### src/rtl/sponge_absorb_packer.sv
// ---------------------------------------------------------------------------
// sponge_absorb_packer
//
// Purpose:
//   Packs a handshaked stream of IN_WIDTH-bit message words into RATE_WIDTH
//   sponge blocks. It applies multi-rate padding (PAD_BEGINNING right after
//   the last message byte, PAD_ENDING OR-ed into the top byte of the final
//   block). It also emits an extra all-padding block when the message fills
//   the last block exactly. When the final block has been consumed it pulses
//   start_squeeze.
//
// Ports:
//   clk            clock, all logic on posedge
//   clear_n        asynchronous active-low reset
//   abort          synchronous: drop partial message, back to ABSORB slot 0
//   in_data        message word, byte 0 = bits[7:0] = earliest byte
//   in_valid       in_data valid
//   in_ready       word accepted when in_valid && in_ready
//   in_last        word is last of message
//   in_nbytes      valid bytes in last word (saturates at IN_BYTES)
//   out_block      packed block, first word at bits[IN_WIDTH-1:0]
//   out_valid      out_block valid, held until out_ready
//   out_ready      block consumed when out_valid && out_ready
//   out_last       out_block is the final (padded) block of the message
//   start_squeeze  one-cycle pulse the cycle after the final block handshake
//   block_count    blocks emitted for the current message (wraps)
// ---------------------------------------------------------------------------
module sponge_absorb_packer #(
  parameter int unsigned IN_WIDTH      = 64,
  parameter int unsigned RATE_WIDTH    = 256,
  parameter logic [7:0]  PAD_BEGINNING = 8'h1f,
  parameter logic [7:0]  PAD_ENDING    = 8'h80,
  localparam int unsigned IN_BYTES     = IN_WIDTH / 8,
  localparam int unsigned NB_W         = $clog2(IN_BYTES) + 1
) (
  input  logic                  clk,
  input  logic                  clear_n,
  input  logic                  abort,
  input  logic [IN_WIDTH-1:0]   in_data,
  input  logic                  in_valid,
  output logic                  in_ready,
  input  logic                  in_last,
  input  logic [NB_W-1:0]       in_nbytes,
  output logic [RATE_WIDTH-1:0] out_block,
  output logic                  out_valid,
  input  logic                  out_ready,
  output logic                  out_last,
  output logic                  start_squeeze,
  output logic [15:0]           block_count
);

  localparam int unsigned WORDS      = RATE_WIDTH / IN_WIDTH;
  localparam int unsigned RATE_BYTES = RATE_WIDTH / 8;
  localparam int unsigned SLOT_W     = $clog2(WORDS);
  localparam int unsigned P_W        = $clog2(RATE_BYTES + 1);

  typedef enum logic [1:0] {
    ST_ABSORB,
    ST_EMIT,
    ST_PAD_BLOCK,
    ST_SQUEEZE
  } state_t;

  state_t                  state_q, state_d;
  logic [SLOT_W-1:0]       slot_q, slot_d;
  logic [RATE_WIDTH-1:0]   buf_q, buf_d;
  logic                    last_q, last_d;   // block in buf is the final one
  logic                    pend_q, pend_d;   // extra padding block still owed
  logic [15:0]             cnt_q, cnt_d;
  logic                    live_q;           // holds in_ready low until first clk after reset

  logic [NB_W-1:0]         nb_sat;
  logic [P_W-1:0]          pad_pos;
  logic [IN_WIDTH-1:0]     masked_word;
  logic [RATE_WIDTH-1:0]   absorb_blk;
  logic [RATE_WIDTH-1:0]   pad_blk;
  logic                    accept;

  assign nb_sat  = (in_nbytes > NB_W'(IN_BYTES)) ? NB_W'(IN_BYTES) : in_nbytes;
  // Absolute byte position of the first padding byte within the block.
  assign pad_pos = P_W'(slot_q) * P_W'(IN_BYTES) + P_W'(nb_sat);
  assign pad_blk = {PAD_ENDING, {(RATE_WIDTH-16){1'b0}}, PAD_BEGINNING};

  // Bytes past the valid count of the last word are forced to zero so the
  // padding bytes can simply be OR-ed in afterwards.
  generate
    for (genvar gi = 0; gi < int'(IN_BYTES); gi++) begin : g_mask
      assign masked_word[gi*8 +: 8] =
        (!in_last || (NB_W'(gi) < nb_sat)) ? in_data[gi*8 +: 8] : 8'h00;
    end
  endgenerate

  // Buffer contents after writing the current word into its slot, with
  // padding applied when the word ends the message.
  always_comb begin
    absorb_blk = buf_q;
    for (int w = 0; w < int'(WORDS); w++) begin
      if (slot_q == SLOT_W'(w)) begin
        absorb_blk[w*IN_WIDTH +: IN_WIDTH] = masked_word;
      end
    end
    if (in_last) begin
      for (int b = 0; b < int'(RATE_BYTES); b++) begin
        if (pad_pos == P_W'(b)) begin
          absorb_blk[b*8 +: 8] = absorb_blk[b*8 +: 8] | PAD_BEGINNING;
        end
      end
      // pad_pos == RATE_BYTES means the block is full of data; the
      // terminating padding then goes into a separate block.
      if (pad_pos < P_W'(RATE_BYTES)) begin
        absorb_blk[RATE_WIDTH-1 -: 8] = absorb_blk[RATE_WIDTH-1 -: 8] | PAD_ENDING;
      end
    end
  end

  assign in_ready      = live_q && (state_q == ST_ABSORB);
  assign out_valid     = (state_q == ST_EMIT);
  assign out_last      = out_valid && last_q;
  assign out_block     = buf_q;
  assign start_squeeze = (state_q == ST_SQUEEZE);
  assign block_count   = cnt_q;
  assign accept        = in_valid && in_ready;

  always_comb begin
    state_d = state_q;
    slot_d  = slot_q;
    buf_d   = buf_q;
    last_d  = last_q;
    pend_d  = pend_q;
    cnt_d   = cnt_q;
    if (abort) begin
      state_d = ST_ABSORB;
      slot_d  = '0;
      buf_d   = '0;
      last_d  = 1'b0;
      pend_d  = 1'b0;
      cnt_d   = '0;
    end else begin
      unique case (state_q)
        ST_ABSORB: begin
          if (accept) begin
            buf_d = absorb_blk;
            if (in_last) begin
              last_d  = (pad_pos < P_W'(RATE_BYTES));
              pend_d  = !(pad_pos < P_W'(RATE_BYTES));
              state_d = ST_EMIT;
            end else if (slot_q == SLOT_W'(WORDS - 1)) begin
              last_d  = 1'b0;
              state_d = ST_EMIT;
            end else begin
              slot_d = slot_q + SLOT_W'(1);
            end
          end
        end
        ST_EMIT: begin
          if (out_ready) begin
            buf_d  = '0;
            slot_d = '0;
            cnt_d  = cnt_q + 16'd1;
            if (pend_q) begin
              pend_d  = 1'b0;
              state_d = ST_PAD_BLOCK;
            end else if (last_q) begin
              state_d = ST_SQUEEZE;
            end else begin
              state_d = ST_ABSORB;
            end
          end
        end
        ST_PAD_BLOCK: begin
          buf_d   = pad_blk;
          last_d  = 1'b1;
          state_d = ST_EMIT;
        end
        ST_SQUEEZE: begin
          cnt_d   = '0;
          last_d  = 1'b0;
          state_d = ST_ABSORB;
        end
        default: state_d = ST_ABSORB;
      endcase
    end
  end

  always_ff @(posedge clk or negedge clear_n) begin
    if (!clear_n) begin
      state_q <= ST_ABSORB;
      slot_q  <= '0;
      buf_q   <= '0;
      last_q  <= 1'b0;
      pend_q  <= 1'b0;
      cnt_q   <= '0;
      live_q  <= 1'b0;
    end else begin
      state_q <= state_d;
      slot_q  <= slot_d;
      buf_q   <= buf_d;
      last_q  <= last_d;
      pend_q  <= pend_d;
      cnt_q   <= cnt_d;
      live_q  <= 1'b1;
    end
  end

endmodule

### config.mk
export PLATFORM = sky130hd
export DESIGN_NAME = sponge_absorb_packer
export DESIGN_NICKNAME = d
export VERILOG_FILES = /design/src/rtl/sponge_absorb_packer.sv
export SDC_FILE = /design/constraint.sdc
export NUM_CORES = 1
export LEC_CHECK = 0
export BUFFER_PORTS_ARGS = -buffer_cell sky130_fd_sc_hd__buf_4
export CORE_MARGIN = 1
export CORE_UTILIZATION = 45
export CTS_CLUSTER_SIZE = 40
export DETAILED_ROUTE_END_ITERATION = 12
export GPL_ROUTABILITY_DRIVEN = 0
export PLACE_DENSITY_LB_ADDON = 0.08
export SLEW_MARGIN = 20
export SYNTH_ARGS = -nofsm -noshare
export SYNTH_HDL_FRONTEND = slang
export SYNTH_SLANG_ARGS = --single-unit
### constraint.sdc
create_clock -name clk -period 3.3 [get_ports clk]
set_input_delay 0.33 -clock clk [delete_from_list [all_inputs] [get_ports clk]]
set_output_delay 0.33 -clock clk [all_outputs]
set_load 0.02 [all_outputs]
==> reports/results.ini, run 1 <==
[run_status]
status = complete, no violations

[synthesis]
ys_async_sr_fraction_pct = 100
avgSynthCellArea_um2 = 12.0
netlist_top_cells_area = dfrtp_1 59%, a221o_1 10%, o2bb2ai_1 7.0%
ys_seq_area_share_pct = 58.7
synthFlopType = dfrtp_1
synthCells = 987
yosysMostFrequentCell = dfrtp_1
yosysTopAreaCell = dfrtp_1
synth_area_mm2 = 0.0119
syn-num-nets = 1073
synth_top_area_share_pct = 58.7
ys_top_cells_by_count = 279 x dfrtp_1, 119 x a221o_1, 95 x o2bb2ai_1
ys_seq_elements = 279
yosysUniqueCellTypes = 55
synth_edf_count = 0
yosysWarningCount = 0

[drt]
vias_per_cell = 6.01
detail_route.iter0.violations = 1001
drt_pre_antenna_iters = 7
detail-route-antenna-nets = 0
wl_mm = 38.4
routedWlPerCell_um = 23.0
vias = 10069
route.detailed.drc = 0

[critical_path]
path_class = reg -> reg
start_kind = register
crit_path_end_kind = register
cp_max_fo = 30
arrival_ns = 3.30
required_ns = 3.74

[sta]
worst_pin_slew_ns = 0.976
maxSlewHeadroom_pct = 34.4
final-max-slew-violation-count = 0
fin_tns_setup_ns = 0
finalHoldViolCount = 0
rsz0062_at_grt = false
finalCritPeriodShare_pct = 86.6
period_minus_slack_ns = 2.86
fmax_mhz = 350
finClkSkew_ns = 0.00904
setup_viol = 0

[grt]
grt-ovfl-total = 0
grt.total_usage_pct = 28.0
grt_pass1_vias = 9710
antenna_found_initial = 0
grt_pass1_wl_mm = 58.1
grt_max_degree = 106

[die]
die_h_um = 165
dieWidth_um = 165
top_level_ports = 350
num_rows = 59
die_area_mm2 = 0.0271
coreArea_mm2 = 0.0260
start_util_pct = 45.7

[place]
hpwl_mm = 27.0
io_buffers = 349
dpl_cell_area_mm2 = 0.0148
post-place-cells = 1623

[pwr]
ir_worst_vdd_v = 0.000622
p_leak_nw = 7.79
power_density_mw_per_mm2 = 783

[layout]
fin_cells = 1674
seqCellArea_mm2 = 0.00698
fill_cells = 2193
post-route-util_pct = 60.8
diodes = 0
stdcell_area_mm2 = 0.0158
multi_input_area_mm2 = 0.00449
final_layout_size_suffix_gt1_share_pct = 32.9
nets = 1408
area_growth_pct = 32.9

[clock_tree]
h-tree-depth = 1
clk_latency_ns = 0.56
clock-sinks = 279
cts_tree = yes
cts_inserted_buffers = 30
clockBufferDepth = 3
cts_root_buf = clkbuf_16
clkTransAtPathRegs_ns = 0.06

[worst_hold_path]
hold_path.class = in -> reg

[job]
maxCapViolCount = 0

-- kinds of logic after synthesis --
group	synth area share, %
adder cells (fa/ha/maj)	1.26
multiplexers	1.03
AO/OA/AOI/OAI	24.3
buffers and inverters	3.89
flip-flops	58.7
other	0.0315
AND/OR/NAND/NOR	10.8
-- path summary, 6_finish.rpt --
path / from / end / slack (ns) / cells past startpoint
max: state_q[0] / out_block[48] / 0.44 / 6
min: in_data[1] / out_block[1] / 0.02 / 2
max reg2reg: state_q[0] / out_block[48] / 0.44 / 6
min reg2reg: out_block[190] / out_block[190] / 0.49 / 1
max in group asynchronous: clear_n / out_block[62] / 1.95 / 3
min in group asynchronous: clear_n / out_block[81] / 0.43 / 2
-- layer usage --
| layer | up-vias | GRT usage [%] | wire (um) |
|---|---|---|---|
| met5 | - | 0 | 0 |
| met4 | 0 | 10.1 | 1380 |
| met3 | 89 | 6.15 | 3040 |
| met2 | 460 | 43.5 | 17700 |
| met1 | 5014 | 38.5 | 16300 |
| li1 | 4506 | - | - |
-- flip-flops by register name, summed over array words and instances (netlist names) --
name and flops:
out_block 256, block_count 16, slot_q 2, state_q 2, last_q 1, live_q 1
pend_q 1
-- worst max-delay path: stages, from the launching register on --
cell     delay [ns]
dfrtp_1        0.48
inv_1          0.11
ha_1           0.26
or4_1          0.65
o211a_2        0.32
and3_2         0.49
a221o_1        0.43
-- cell type report --
| cell class | count | area share [%] |
|---|---|---|
| clock buffers | 44 | 5.40 |
| clock inverters | 5 | 0.546 |
| inverters | 13 | 0.309 |
| multi-input cells | 618 | 28.4 |
| flip-flops and latches | 279 | 44.2 |
| well taps | 335 | 2.65 |
| repair buffers | 380 | 18.5 |
-- placed cells by master (no fill, tap or decap), drive strengths merged, types with 7 or more instances in the layout --
cell type	instances
buf	379
dfrtp	279
a221o	119
o2bb2ai	95
nand2	84
o21ai	65
clkbuf	44
o211ai	43
and2	40
nor3	16
nand3	15
nor4	14
nor2	14
inv	13
ha	12
nand2b	11
a21oi	10
mux2i	10
or4	9
nor2b	7
-- stage by stage --
step           hold slack [ns]  worst slack [ns]  power (mW)
6_report                0.0213             0.441        12.4
5_1_grt                 0.0230             0.275        12.9
4_1_cts                 0.0120             0.270        12.4
3_5_place_dp             0.443             0.284        9.08
3_3_place_gp             0.443             0.395        9.04
2_1_floorplan           0.0344             0.838        7.09
-- power breakdown --
| group | switching (mW) | internal, mW |
|---|---|---|
| clock network | 1.35 | 1.92 |
| registers | 0.481 | 4.09 |
| logic | 2.84 | 1.69 |
-- repair_timing --
item / 4_1_cts / 5_1_grt
buffers inserted: 0 / 0
resized for setup: 0 / 0
hold endpoints to repair: 101 / 0
hold buffers: 1 / 0
Note: power is estimated with default switching activity, not from simulation.
==> run 2: changes to the inputs <==
Settings changed: CTS_BUF_LIST set to sky130_fd_sc_hd__clkbuf_8.
Clock period 3.3 ns to 3.6 ns, I/O delays scaled along.
==> reports/results.ini, run 2 (same netlist as run 1, synthesis figures left out) <==
[run_status]
status = complete, no violations

[die]
num_rows = 59  ; unchanged
start_util_pct = 45.7  ; unchanged
top_level_ports = 350  ; unchanged
die_h_um = 165  ; unchanged
coreArea_mm2 = 0.0260  ; unchanged
dieWidth_um = 165  ; unchanged
die_area_mm2 = 0.0271  ; unchanged

[drt]
vias_per_cell = 6.00  ; -0.28%
detail_route.iter0.violations = 917  ; -8.4%
drt_pre_antenna_iters = 7  ; unchanged
wl_mm = 38.9  ; +1.2%
vias = 10203  ; +1.3%
dr_wl_met2_mm = 18.3  ; +3.5%
wl_met3_mm = 2.92  ; -3.9%
wl_met1_mm = 16.5  ; +0.89%
route.detailed.drc = 0  ; unchanged
routedWlPerCell_um = 22.9  ; -0.38%
detail-route-antenna-nets = 0  ; unchanged
dr.max_layer_used = met4

[pwr]
intPower_mw = 6.64  ; -14%
combPwrFrac_pct = 38.1  ; +1.5 points
swShare_pct = 39.2  ; +1.5 points
power_density_mw_per_mm2 = 696  ; -11%
p_sw_mw = 4.28  ; -8.2%
clock_power_share_pct = 23.6  ; -2.8 points
seqPwrFrac_pct = 38.3  ; +1.3 points
ir_worst_vdd_v = 0.000367  ; -41%
total_power_mw = 10.9  ; -12%
p_leak_nw = 7.81  ; +0.31%

[worst_hold_path]
holdPathEnd = out_block[1]
holdPathStages = 2  ; unchanged
hold_path.class = in -> reg
min_from = in_data[1]

[sta]
finalCritPeriodShare_pct = 87.0  ; +0.35 points
fin_tns_setup_ns = 0  ; unchanged
worst_pin_slew_ns = 1.10  ; +0.119 ns
fmax_mhz = 319  ; -8.7%
maxSlewHeadroom_pct = 26.7  ; -7.7 points
setup_viol = 0  ; unchanged
final-max-slew-violation-count = 0  ; unchanged
finClkSkew_ns = 0.0195  ; +0.0105 ns
finalHoldViolCount = 0  ; unchanged
period_minus_slack_ns = 3.13  ; +0.273 ns
rsz0062_at_grt = false

[job]
maxCapViolCount = 0  ; unchanged

[place]
hpwl_mm = 27.5  ; +1.7%
io_buffers = 349  ; unchanged
post-place-cells = 1624  ; +0.062%

[clock_tree]
cts_tree = yes
cts_inserted_buffers = 47  ; +57%
cts_resized = 0  ; unchanged
post_cts_buffers = 0  ; unchanged
clk_latency_ns = 0.57  ; about the same
cts_root_buf = clkbuf_8
hold_buffers = 1  ; unchanged
h-tree-depth = 2  ; +1
clock-sinks = 279  ; unchanged
clockBufferDepth = 3  ; unchanged
clkTransAtPathRegs_ns = 0.06  ; about the same

[critical_path]
r2r-start = state_q[0]
arrival_ns = 3.58  ; +0.28 ns
r2r_cells = 7  ; +1
required_ns = 4.05  ; +0.31 ns
cp_max_fo = 21  ; -30%
r2r-end = out_block[250]
start_kind = register
crit_path_end_kind = register
r2r_setup_slack_ns = 0.47  ; +0.03 ns
path_class = reg -> reg

[layout]
nets = 1425  ; +1.2%
largest_reg_flops = 256  ; unchanged
mostFrequentLayoutCell = buf_4
final_cell_mix = 374 x buf_4, 279 x dfrtp_1, 119 x a221o_1, 95 x o2bb2ai_1, 84 x nand2_1
fin_cells = 1701  ; +1.6%
area_growth_pct = 32.0
final_layout_size_suffix_gt1_share_pct = 33.6  ; +0.72 points

[grt]
grt.total_usage_pct = 28.3  ; +0.32 points
grt_pass1_wl_mm = 58.7  ; +0.95%
grt_max_degree = 111  ; +4.7%
antenna_found_initial = 0  ; unchanged
grt-ovfl-total = 0  ; unchanged
grt_pass1_vias = 9925  ; +2.2%

## run 2: cell types whose count changed in the layout (fill, tap and decap cells not counted), sizes merged
cell    previous run  this run
inv               13        34
clkbuf            44        50
diode              0         2
bufinv             2         1
clkinv             3         2
## run 2: how the worst max path moves through the flow
stage	startpoint	to	slack (ns)	cells past startpoint
6_report	state_q[0]	out_block[250]	0.47	7
5_1_grt	state_q[0]	out_block[226]	0.28	7
4_1_cts	state_q[0]	out_block[250]	0.51	7
3_5_place_dp	state_q[0]	out_block[250]	0.52	7
3_3_place_gp	state_q[0]	out_block[236]	0.62	7
2_1_floorplan	state_q[1]	out_block[248]	1.14	9
## run 2: layout make-up
cell class | instances | area [um^2]
antenna | 2 | 5.00
clock buffer | 50 | 688
clock inverter | 24 | 136
fill | 2225 | 10300
inverter | 13 | 48.8
multi-input combinational | 618 | 4500
sequential | 279 | 6980
tap | 335 | 419
timing repair buffer | 380 | 2910
## run 2: critical path, cell delays in order, from the launching register on
cell     delay, ns
dfrtp_1       0.48
inv_1         0.11
ha_1          0.27
or4_1         0.65
o211a_2       0.31
and3_1        0.54
buf_12        0.30
a221o_1       0.36
## run 2: per-layer routing
metal,GRT usage (%),vias to the layer above
met5,0,-
met4,10.3,0
met3,6.78,79
met2,44.4,430
met1,38.2,5155
li1,-,4539
## run 2: stage by stage
step	util [%]	cell area (um^2)	hold slack, ns	setup WS, ns
final	60.4	15700	0.0420	0.469
after global routing	60.4	15700	0.0380	0.284
after CTS	60.3	15700	0.0214	0.508
after detailed placement	57.1	14800	0.475	0.521
after global placement	57.1	14800	0.470	0.622
after floorplan	-	11900	0.0644	1.14
## run 2: power groups by stage
stage	clock [mW]	combinational, mW	sequential [mW]
finish	2.57	4.16	4.19
global route	2.76	4.43	4.25
CTS	2.63	4.15	4.18
detailed placement	0	4.15	4.21
global placement	0	4.08	4.22
floorplan	0	1.63	4.87
